==> src/rtl/mem_port_arbiter.sv <==
// Shares the main-memory port between the I-cache and D-cache controllers.
// Round-robin grant, latched command, bus-hang timeout and sticky error.
module mem_port_arbiter #(
    parameter int DATA_WIDTH = 32,
    parameter int ADDR_WIDTH = 32,
    parameter int TIMEOUT    = 256,
    parameter int TO_WIDTH   = 9
) (
    input  logic                  clk,
    input  logic                  reset,
    input  logic                  rd0,
    input  logic                  wr0,
    input  logic [ADDR_WIDTH-1:0] addr0,
    input  logic [DATA_WIDTH-1:0] wdata0,
    output logic [DATA_WIDTH-1:0] rdata0,
    output logic                  ready0,
    input  logic                  rd1,
    input  logic                  wr1,
    input  logic [ADDR_WIDTH-1:0] addr1,
    input  logic [DATA_WIDTH-1:0] wdata1,
    output logic [DATA_WIDTH-1:0] rdata1,
    output logic                  ready1,
    output logic                  mem_rd,
    output logic                  mem_wr,
    output logic [ADDR_WIDTH-1:0] mem_addr,
    output logic [DATA_WIDTH-1:0] mem_wdata,
    input  logic [DATA_WIDTH-1:0] mem_rdata,
    input  logic                  mem_ready,
    output logic                  busy,
    output logic                  owner,
    output logic                  timeout_err,
    input  logic                  err_clr
);

    typedef enum logic [1:0] {
        IDLE,
        BUSY,
        RELEASE
    } state_t;

    state_t                state_q;
    logic                  prio_q;
    logic [TO_WIDTH-1:0]   cnt_q;

    logic                  req0_d;
    logic                  req1_d;
    logic                  gnt_d;
    logic                  to_hit_d;
    logic [DATA_WIDTH-1:0] ret_d;

    always_comb begin
        req0_d   = rd0 | wr0;
        req1_d   = rd1 | wr1;
        gnt_d    = (req0_d & req1_d) ? prio_q : req1_d;
        to_hit_d = (TIMEOUT != 0) && (cnt_q == TO_WIDTH'(TIMEOUT - 1));
        // a real completion beats a timeout firing in the same cycle
        ret_d    = mem_ready ? mem_rdata : '1;
    end

    always_ff @(posedge clk or negedge reset) begin
        if (!reset) begin
            state_q     <= IDLE;
            prio_q      <= 1'b0;
            cnt_q       <= '0;
            rdata0      <= '0;
            rdata1      <= '0;
            ready0      <= 1'b0;
            ready1      <= 1'b0;
            mem_rd      <= 1'b0;
            mem_wr      <= 1'b0;
            mem_addr    <= '0;
            mem_wdata   <= '0;
            busy        <= 1'b0;
            owner       <= 1'b0;
            timeout_err <= 1'b0;
        end else begin
            if (err_clr) begin
                timeout_err <= 1'b0;
            end
            unique case (state_q)
                IDLE: begin
                    if (req0_d | req1_d) begin
                        owner     <= gnt_d;
                        mem_addr  <= gnt_d ? addr1 : addr0;
                        mem_wdata <= gnt_d ? wdata1 : wdata0;
                        mem_wr    <= gnt_d ? wr1 : wr0;
                        mem_rd    <= gnt_d ? (rd1 & ~wr1) : (rd0 & ~wr0);
                        busy      <= 1'b1;
                        cnt_q     <= '0;
                        state_q   <= BUSY;
                    end
                end
                BUSY: begin
                    cnt_q <= cnt_q + 1'b1;
                    if (mem_ready || to_hit_d) begin
                        if (mem_rd) begin
                            if (owner) rdata1 <= ret_d;
                            else       rdata0 <= ret_d;
                        end
                        if (owner) ready1 <= 1'b1;
                        else       ready0 <= 1'b1;
                        if (!mem_ready) begin
                            timeout_err <= 1'b1;
                        end
                        mem_rd  <= 1'b0;
                        mem_wr  <= 1'b0;
                        prio_q  <= ~owner;
                        state_q <= RELEASE;
                    end
                end
                RELEASE: begin
                    ready0  <= 1'b0;
                    ready1  <= 1'b0;
                    busy    <= 1'b0;
                    cnt_q   <= '0;
                    state_q <= IDLE;
                end
                default: state_q <= IDLE;
            endcase
        end
    end

endmodule

==> config.mk <==
export PLATFORM = sky130hd
export DESIGN_NAME = mem_port_arbiter
export DESIGN_NICKNAME = d
export VERILOG_FILES = /design/src/rtl/mem_port_arbiter.sv
export SDC_FILE = /design/constraint.sdc
export NUM_CORES = 1
export LEC_CHECK = 0
export CAP_MARGIN = 20
export CORE_AREA = 4 4 130 132
export CTS_BUF_LIST = sky130_fd_sc_hd__clkbuf_4 sky130_fd_sc_hd__clkbuf_8 sky130_fd_sc_hd__clkbuf_16
export DETAILED_ROUTE_END_ITERATION = 16
export DIE_AREA = 0 0 134 136
export PLACE_DENSITY = 0.87
export RECOVER_POWER = 50
export SLEW_MARGIN = 20
export SYNTH_ARGS = -nofsm -noshare
export SYNTH_HDL_FRONTEND = slang
export SYNTH_SLANG_ARGS = --single-unit
==> constraint.sdc <==
create_clock -name clk -period 2.74 [get_ports clk]
set_clock_uncertainty 0.2 [all_clocks]
set_input_delay 0.274 -clock clk [delete_from_list [all_inputs] [get_ports clk]]
set_output_delay 0.274 -clock clk [all_outputs]
set_load 0.05 [all_outputs]
Word level (Yosys, flattened, before mapping)
Cells that the tools add are included.
W data, S select, Z words.
- flip-flop bits (word level): 147
- latch bits: 0
- bits in writable memories: 0
- ROM bits: 0
- input port bits: 168
- output and inout port bits: 135
- memories kept: 0
- add/sub/neg operators: 1
- multipliers: 0
- divide/modulo/power cells: 0
- $lt $le $gt $ge: 0
- equality and inequality tests: 7
- shift-type cells: 0
- mux-type cells: 28
- bitwise operators: 9
- reductions and logical operators: 16
- operators by type and width (cell ; number):
    $mux W32 ; 3
    $pmux W9 S3 ; 1
    $mux W1 ; 15
    $pmux W1 S2 ; 5
    $reduce_and A2 Y1 ; 5
    $add A9 B1 Y9 const B ; 1
    $eq A9 B8 Y1 const B ; 1
    $mux W9 ; 1
    $reduce_and A3 Y1 ; 3
    $ne A2 B2 Y1 const B ; 4
    $reduce_and A4 Y1 ; 2
    $reduce_bool A2 Y1 ; 3
    $mux W2 ; 2
    $pmux W2 S2 ; 1
    $and A1 B1 Y1 ; 3
    $not A1 Y1 ; 3
    $or A1 B1 Y1 ; 3
    $reduce_bool A3 Y1 ; 1
    $eq A2 B1 Y1 const B ; 1
    $eq A2 B2 Y1 const B ; 1
    $logic_not A2 Y1 ; 1
    $logic_or A1 B1 Y1 ; 1

Logic depth before layout (Yosys ltp)
Gate-level depths: netlist of run 1.
- depth after elaboration: 6
- gate-level depth with buffers: 9

Worst setup path after synthesis of run 1
Ideal clock, no wire load.
- path kind: reg2reg
- from: register cnt_q[0]
- to: register rdata0[25]
- arrival: 2.015 ns
- setup slack: 0.440 ns
- stages on the path, launching flop included: 10
- cells stage by stage: dfrtp_1 ha_1 and3_1 and3_1 ha_1 o21a_1 nand3b_1 clkbuf_1 nand2_1 o21ai_0
- cells in the longest elaborated chain, start to end: 3
- RTL lines (item ; line ; text):
    from (decl) ; 43 ; logic [TO_WIDTH-1:0] cnt_q;
    from (signal assigned) ; 94 ; cnt_q <= cnt_q + 1'b1;
    $eq A9 B8 Y1 ; 55 ; to_hit_d = (TIMEOUT != 0) && (cnt_q == TO_WIDTH'(TIMEOUT - 1));
    $logic_or A1 B1 Y1 ; 95 ; if (mem_ready || to_hit_d) begin
    $reduce_and A4 Y1 (no source line) ; - ;
    to (signal assigned) ; 98 ; else rdata0 <= ret_d;
    to (decl) ; 15 ; output logic [DATA_WIDTH-1:0] rdata0,
Every way passes these cells.
A chain may end at the register's enable or synchronous reset.

Worst setup path after layout of run 1
- from: input wr1
- to: register mem_wdata[20]
- cells in the longest elaborated chain, start to end: 4
- elaborated cells on any way between the ends: 6
- classes of those cells: 2 x mux; 3 x bitwise; 1 x reduce/logical
- RTL lines (item ; line ; text):
    from (decl) ; 18 ; input logic wr1,
    $or A1 B1 Y1 (*) ; 53 ; req1_d = rd1 | wr1;
    $and A1 B1 Y1 ; 54 ; gnt_d = (req0_d & req1_d) ? prio_q : req1_d;
    $mux W1 ; 54 ;
    $mux W32 ; 85 ; mem_wdata <= gnt_d ? wdata1 : wdata0;
    to (signal assigned) ; 85 ;
    to (decl) ; 26 ; output logic [DATA_WIDTH-1:0] mem_wdata,
Mark *: on every way between the ends. The rest lies on a longest branch, timed or not.

==> run metrics, run 1 <==
outcome=complete, no violations; layout cells sized above 1=5.72%; TritonCTS Buffers=17; EDFF count, synth=0; Startpoint Class=primary input; Area Overhead vs Synth=60.1%; Synth Register Bits=147; final wirelength=18.8 mm; fillers=1,219; commonest cells in the netlist=dfrtp_1 (147), nand2_1 (138), o21ai_0 (126), mux2i_1 (65), nor2b_1 (33); syn_nets=807; first-pass GRT wire length=29.0 mm; CTS tree=yes; Final period util=90.3%; Starting Density=41.3%; drc violations=0; vias in the first global route=5,652; Final Hold Vio Count=0; Synth Area per Inst=10.3 um2; Resize count post-CTS=0; antenna violations before repair=0; power density cells=1380 nW/um2; Max clock buf depth=2; Relative slew margins=29.8%; most common cell in the netlist=dfrtp_1; io pins=303; Most used DFF post-synth=dfrtp_1; worst path arrival time=2.54 ns; design area=10,400 um2; HP Class=in -> async; Critical R2R Launch=cnt_q[0]$_DFFE_PN0P_; Reg-to-Reg End=rdata0[7]$_DFFE_PN0P_; Final nets=1,106; Fmax=404 MHz; sequential area share after synthesis=56.7%; Yosys warning total=0; top post-synthesis cells by area=dfrtp_1 (57%), mux2i_1 (10%), o21ai_0 (9.7%); critical path's slowest cell=or4_1; worst vdd ir=741 uV; total core area=15,700 um2; gpl congestion=0.800; largest net degree at the start of global routing=70; cell taking the most area after synthesis=dfrtp_1; Pre-antenna DRT Iters=4; Tmin final=2.47 ns; final setup vio count=0; Tightest Pin Transition=1.05 ns; via/cell ratio=4.85; Post-Synthesis Cells=633; Crit Path Max Fanout=21; setup TNS=0 ns; grt ovf=0; CTS root buf=clkbuf_16; Reg clk slew, reported paths=0.06 ns; Tot Pwr=0.0143 W; flop2flop setup slack=0.31 ns; Die W=134 um; worst-path cell chain=dlygate4sd3_1 -> or4_1 -> nand2_4 -> clkbuf_1 -> o21ai_0; post-CTS setup buffers=0; unrepaired setup endpoints after global routing=no; area share of the largest cell type after synthesis=56.7%; routed wire length per instance=16.2 um; Max Slew Vio Count=0; Die Span Y=136 um; leak pwr=4.65 nW; final worst setup slack=0.266 ns; cells on worst reg2reg path=8; library cells used by synthesis=40; H-tree depth=4; Worst setup EP type=register; Async S/R FF share, synth=100%; PortBufs=302; max cap viols=0; Iter 0 DRT Violations=231; post-route ant nets=0; Clock Sinks=147; Clock Latency Late Sink=0.41 ns; hold buffer count at CTS=1; standard-cell rows=46; n_diodes=0; start-to-end type of the worst setup path=in -> reg; Die ar.=18,200 um2; dpl ws=0.292 ns; slowest cell delay on critical path=0.69 ns; GRT Total Usage=20.0%; Detailed Place HPWL=14.4 mm; Req. time, crit path=2.81 ns; placed instance area=9750 um2; Via Count=5,625; synthesized cell area=6490 um2
## per-layer routing
| layer | part of all wire (%) | vias to the layer above | GRT usage (%) | wire length (um) |
|---|---|---|---|---|
| met3 | 6.5 | 28 | 6.14 | 1220 |
| met1 | 39 | 2657 | 23.7 | 7340 |
| met4 | 1.6 | 0 | 5.60 | 297 |
| li1 | - | 2752 | - | - |
| met5 | 0 | - | 0 | 0 |
| met2 | 53 | 188 | 35.5 | 9900 |
## registers in the layout, summed over array words and instances (netlist names), 2 cells and up
register   count
mem_wdata     32
state_q        2
cnt_q          9
mem_addr      32
rdata0        32
rdata1        32
## final cells by class
class | count | area, um2 | area share [%]
Inverter | 7 | 26.3 | 0.253
Tap cell | 216 | 270 | 2.60
Timing Repair Buffer | 321 | 3220 | 31.0
Clock inverter | 11 | 199 | 1.91
Sequential cell | 147 | 3680 | 35.4
Clock buffer | 20 | 460 | 4.43
Multi-Input combinational cell | 438 | 2540 | 24.4
## cells by family after synthesis
family	after synthesis	share of synthesized area [%]
flops	147	56.7
compound gates	161	13.1
simple gates	204	14.1
buf+inv	48	4.47
mux	67	10.5
fa+ha+maj	6	1.16
## cells in the final DEF (no fill, tap or decap), drive strengths merged, types with 2 or more instances in the layout
cell type,netlist,layout
o31ai,4,4
mux2i,66,66
buf,18,14
bufinv,0,5
nand3b,2,2
and3,5,5
dfrtp,147,147
nand3,6,6
nor3b,3,3
ha,6,6
inv,7,10
clkbuf,23,25
dlygate4sd3,0,3
nor2,9,9
nand2,139,139
o21ai,142,142
a21oi,5,5
nor2b,33,33
clkdlybuf4s50,0,299
clkinvlp,0,3
nor4,3,3
## metrics by stage
step	utilization (%)	hold WS (ns)	std cells
5_1_grt	66.1	0.154	1160
6_report	66.1	0.113	1160
2_1_floorplan	-	-0.222	633
4_1_cts	66.3	0.116	1160
3_5_place_dp	62.1	-0.00192	1128
3_3_place_gp	62.1	-0.0105	1128
## power breakdown
part / switching, W / leakage [nW] / internal (W)
clock: 0.000898 / 0.313 / 0.00168
sequential: 0.000574 / 1.84 / 0.00318
combinational: 0.00533 / 2.50 / 0.00266
## worst max path at each step
stage / from / slack [ns] / cells after the start / end
6_report: wr1 / 0.27 / 5 / mem_wdata[20]$_DFFE_PN0P_
3_5_place_dp: wr1 / 0.29 / 5 / cnt_q[6]$_DFFE_PN0P_
3_3_place_gp: rd1 / 0.32 / 5 / cnt_q[6]$_DFFE_PN0P_
2_1_floorplan: cnt_q[0]$_DFFE_PN0P_ / 0.44 / 9 / rdata0[25]$_DFFE_PN0P_
4_1_cts: cnt_q[0]$_DFFE_PN0P_ / 0.30 / 8 / rdata0[7]$_DFFE_PN0P_
5_1_grt: wr1 / 0.14 / 5 / mem_wdata[21]$_DFFE_PN0P_
## critical path: cells and delay by family
family                 cells  cell delay, ns
AO/OA/AOI/OAI              1            0.18
AND/OR/NAND/NOR            2            0.99
buffers and inverters      2            1.09
No activity file was read; power rests on OpenSTA's default activity.
==> run 2, diff against run 1 <==
CORE_AREA = 4 4 126 128   (was 4 4 130 132)
DIE_AREA = 0 0 130 132   (was 0 0 134 136)
PLACE_DENSITY = 0.92   (was 0.87)
clock period = 3.19 ns   (was 2.74 ns; I/O delays follow)
==> run 2 against run 1 <==
Compared with the run above:
- critical path depth grew 3
- sequential power shrank 14%
- cell area shrank 1.5%
- clock-buffer cell count shrank 1
- power shrank 16%
- setup slack gained 0.14 ns
==> run metrics, run 2 (synthesized netlist as in run 1, its figures left out) <==
Die Span Y=132 um (-2.9%); gpl congestion=0.842 (+5.3%); PortBufs=302 (unchanged); slowest cell delay on critical path=0.45 ns (-0.24 ns); Final nets=1,097 (-0.81%); power density cells=1170 nW/um2 (-15%); max cap viols=0 (unchanged); start-to-end type of the worst setup path=reg -> reg; drc violations=0 (unchanged); Starting Density=43.7% (+2.4 points); Iter 0 DRT Violations=409 (+77%); commonest non-fill, non-tap cell in the layout=clkdlybuf4s50_1; outcome=complete, no violations; Worst setup EP type=register; Via Count=5,710 (+1.5%); HP Class=reg -> reg; post-route ant nets=0 (unchanged); worst-path cell chain=ha_1 -> and3_1 -> and3_1 -> ha_1 -> o21a_1 -> nand3_2 -> buf_12 -> o21ai_0; Multi-input gate area=2520 um2 (-0.79%); Worst Setup SP=cnt_q[0]$_DFFE_PN0P_; CP bufs+invs=1 (-1); routed wire length per instance=17.3 um (+6.8%); Area Overhead vs Synth=57.7%; Fmax=359 MHz; via/cell ratio=5.08 (+4.7%); Clock Sinks=147 (unchanged); io pins=303 (unchanged); Tightest Pin Transition=1.07 ns (+0.0199 ns); Startpoint Class=register; largest net degree at the start of global routing=87 (+24%); commonest non-fill, non-tap cells in the layout=clkdlybuf4s50_1 (256), dfrtp_1 (147), nand2_1 (139); layout cells sized above 1=4.70% (-1.0 points); Pre-antenna DRT Iters=4 (unchanged); Die W=130 um (-3.0%); standard-cell rows=45 (-2.2%); hold buffer count at CTS=1 (unchanged); Die ar.=17,200 um2 (-5.8%); hold_sp=mem_wdata[3]$_DFFE_PN0P_; H-tree depth=4 (unchanged); Req. time, crit path=3.30 ns (+0.49 ns); Final period util=87.3%; Max Slew Vio Count=0 (unchanged); TritonCTS Buffers=17 (unchanged); GRT Total Usage=22.4% (+2.4 points); final wirelength=19.4 mm (+3.6%); worst path arrival time=2.90 ns (+0.36 ns); Tot Pwr=0.0120 W (-16%); antenna violations before repair=1 (+1); Clock Latency Late Sink=0.41 ns (about the same); fillers=1,091 (-11%); final setup vio count=0 (unchanged); Relative slew margins=28.5% (-1.3 points); Crit Path Max Fanout=36 (+71%); family with the most delay on the worst path=simple AND/OR/NAND/NOR gates; critical path's slowest cell=nand3_2; Final Hold Vio Count=0 (unchanged); Detailed Place HPWL=14.8 mm (+2.6%); Max clock buf depth=2 (unchanged); leak pwr=4.64 nW (about the same); Core Util, Final=68.9% (+2.7 points); Reg clk slew, reported paths=0.06 ns (about the same); unrepaired setup endpoints after global routing=no; Critical R2R Launch=cnt_q[0]$_DFFE_PN0P_; Resize count post-CTS=0 (unchanged); CTS tree=yes; register area=3680 um2 (unchanged); total core area=14,900 um2 (-5.4%); setup TNS=0 ns (unchanged); Tmin final=2.78 ns; CTS root buf=clkbuf_16; grt ovf=0 (unchanged); first-pass GRT wire length=30.2 mm (+4.3%); worst vdd ir=672 uV (-9.3%); post-CTS setup buffers=0 (unchanged); vias in the first global route=5,764 (+2.0%)
==> run 2: cell types whose count changed in the layout (fill, tap and decap cells not counted), sizes merged <==
cell	change
clkbuf	-3
buf	-7
diode	+1
clkdlybuf4s50	-43
bufinv	-2
clkinv	+4
dlygate4sd3	+43
==> run 2: worst paths after layout <==
path,to,slack (ns),cells past startpoint
min in group asynchronous,mem_addr[28]$_DFFE_PN0P_,0.31,2
worst min-delay path,mem_wdata[3]$_DFFE_PN0P_,0.27,2
max in group asynchronous,rdata1[30]$_DFFE_PN0P_,0.95,3
worst min register to register,mem_wdata[3]$_DFFE_PN0P_,0.27,2
worst max-delay path,rdata1[16]$_DFFE_PN0P_,0.41,8
worst max register to register,rdata1[16]$_DFFE_PN0P_,0.41,8
==> run 2: final cells by class <==
| class | count | share of cell area, % |
|---|---|---|
| Clock inverter | 13 | 1.70 |
| Tap cell | 188 | 2.30 |
| Inverter | 7 | 0.257 |
| Multi-Input combinational cell | 438 | 24.6 |
| Antenna cell | 1 | 0.0244 |
| Sequential cell | 147 | 35.9 |
| Timing Repair Buffer | 312 | 30.8 |
| Clock buffer | 19 | 4.36 |
==> run 2: where the power goes <==
group | switching (W) | leakage, nW | internal (W)
sequential | 0.000486 | 1.84 | 0.00273
clock | 0.000797 | 0.294 | 0.00127
combinational | 0.00458 | 2.51 | 0.00212
==> run 2: metal layers <==
metal,routed length (um),part of all wire [%],global-route usage (%),up-vias
met5,0,0,0,-
met2,9910,51,37.9,217
met3,1240,6.4,5.11,48
met4,761,3.9,10.2,0
li1,-,-,-,2739
met1,7520,39,27.0,2706
==> run 2: through the flow <==
step / setup slack [ns] / hold WS [ns] / cell area [um2] / std cells
floorplan: 0.890 / -0.177 / 6490 / 633
global placement: 0.619 / 0.219 / 9640 / 1091
detailed placement: 0.455 / 0.220 / 9640 / 1091
CTS: 0.407 / 0.280 / 10300 / 1124
global route: 0.195 / 0.288 / 10200 / 1125
finish: 0.405 / 0.270 / 10200 / 1125
==> run 2: worst reg2reg max path: cells and delay by family, from the launching register on <==
kind | cells | cell delay, ns
buf+inv | 1 | 0.38
compound gates | 2 | 0.39
flops | 1 | 0.40
fa+ha+maj | 2 | 0.47
simple gates | 3 | 0.84
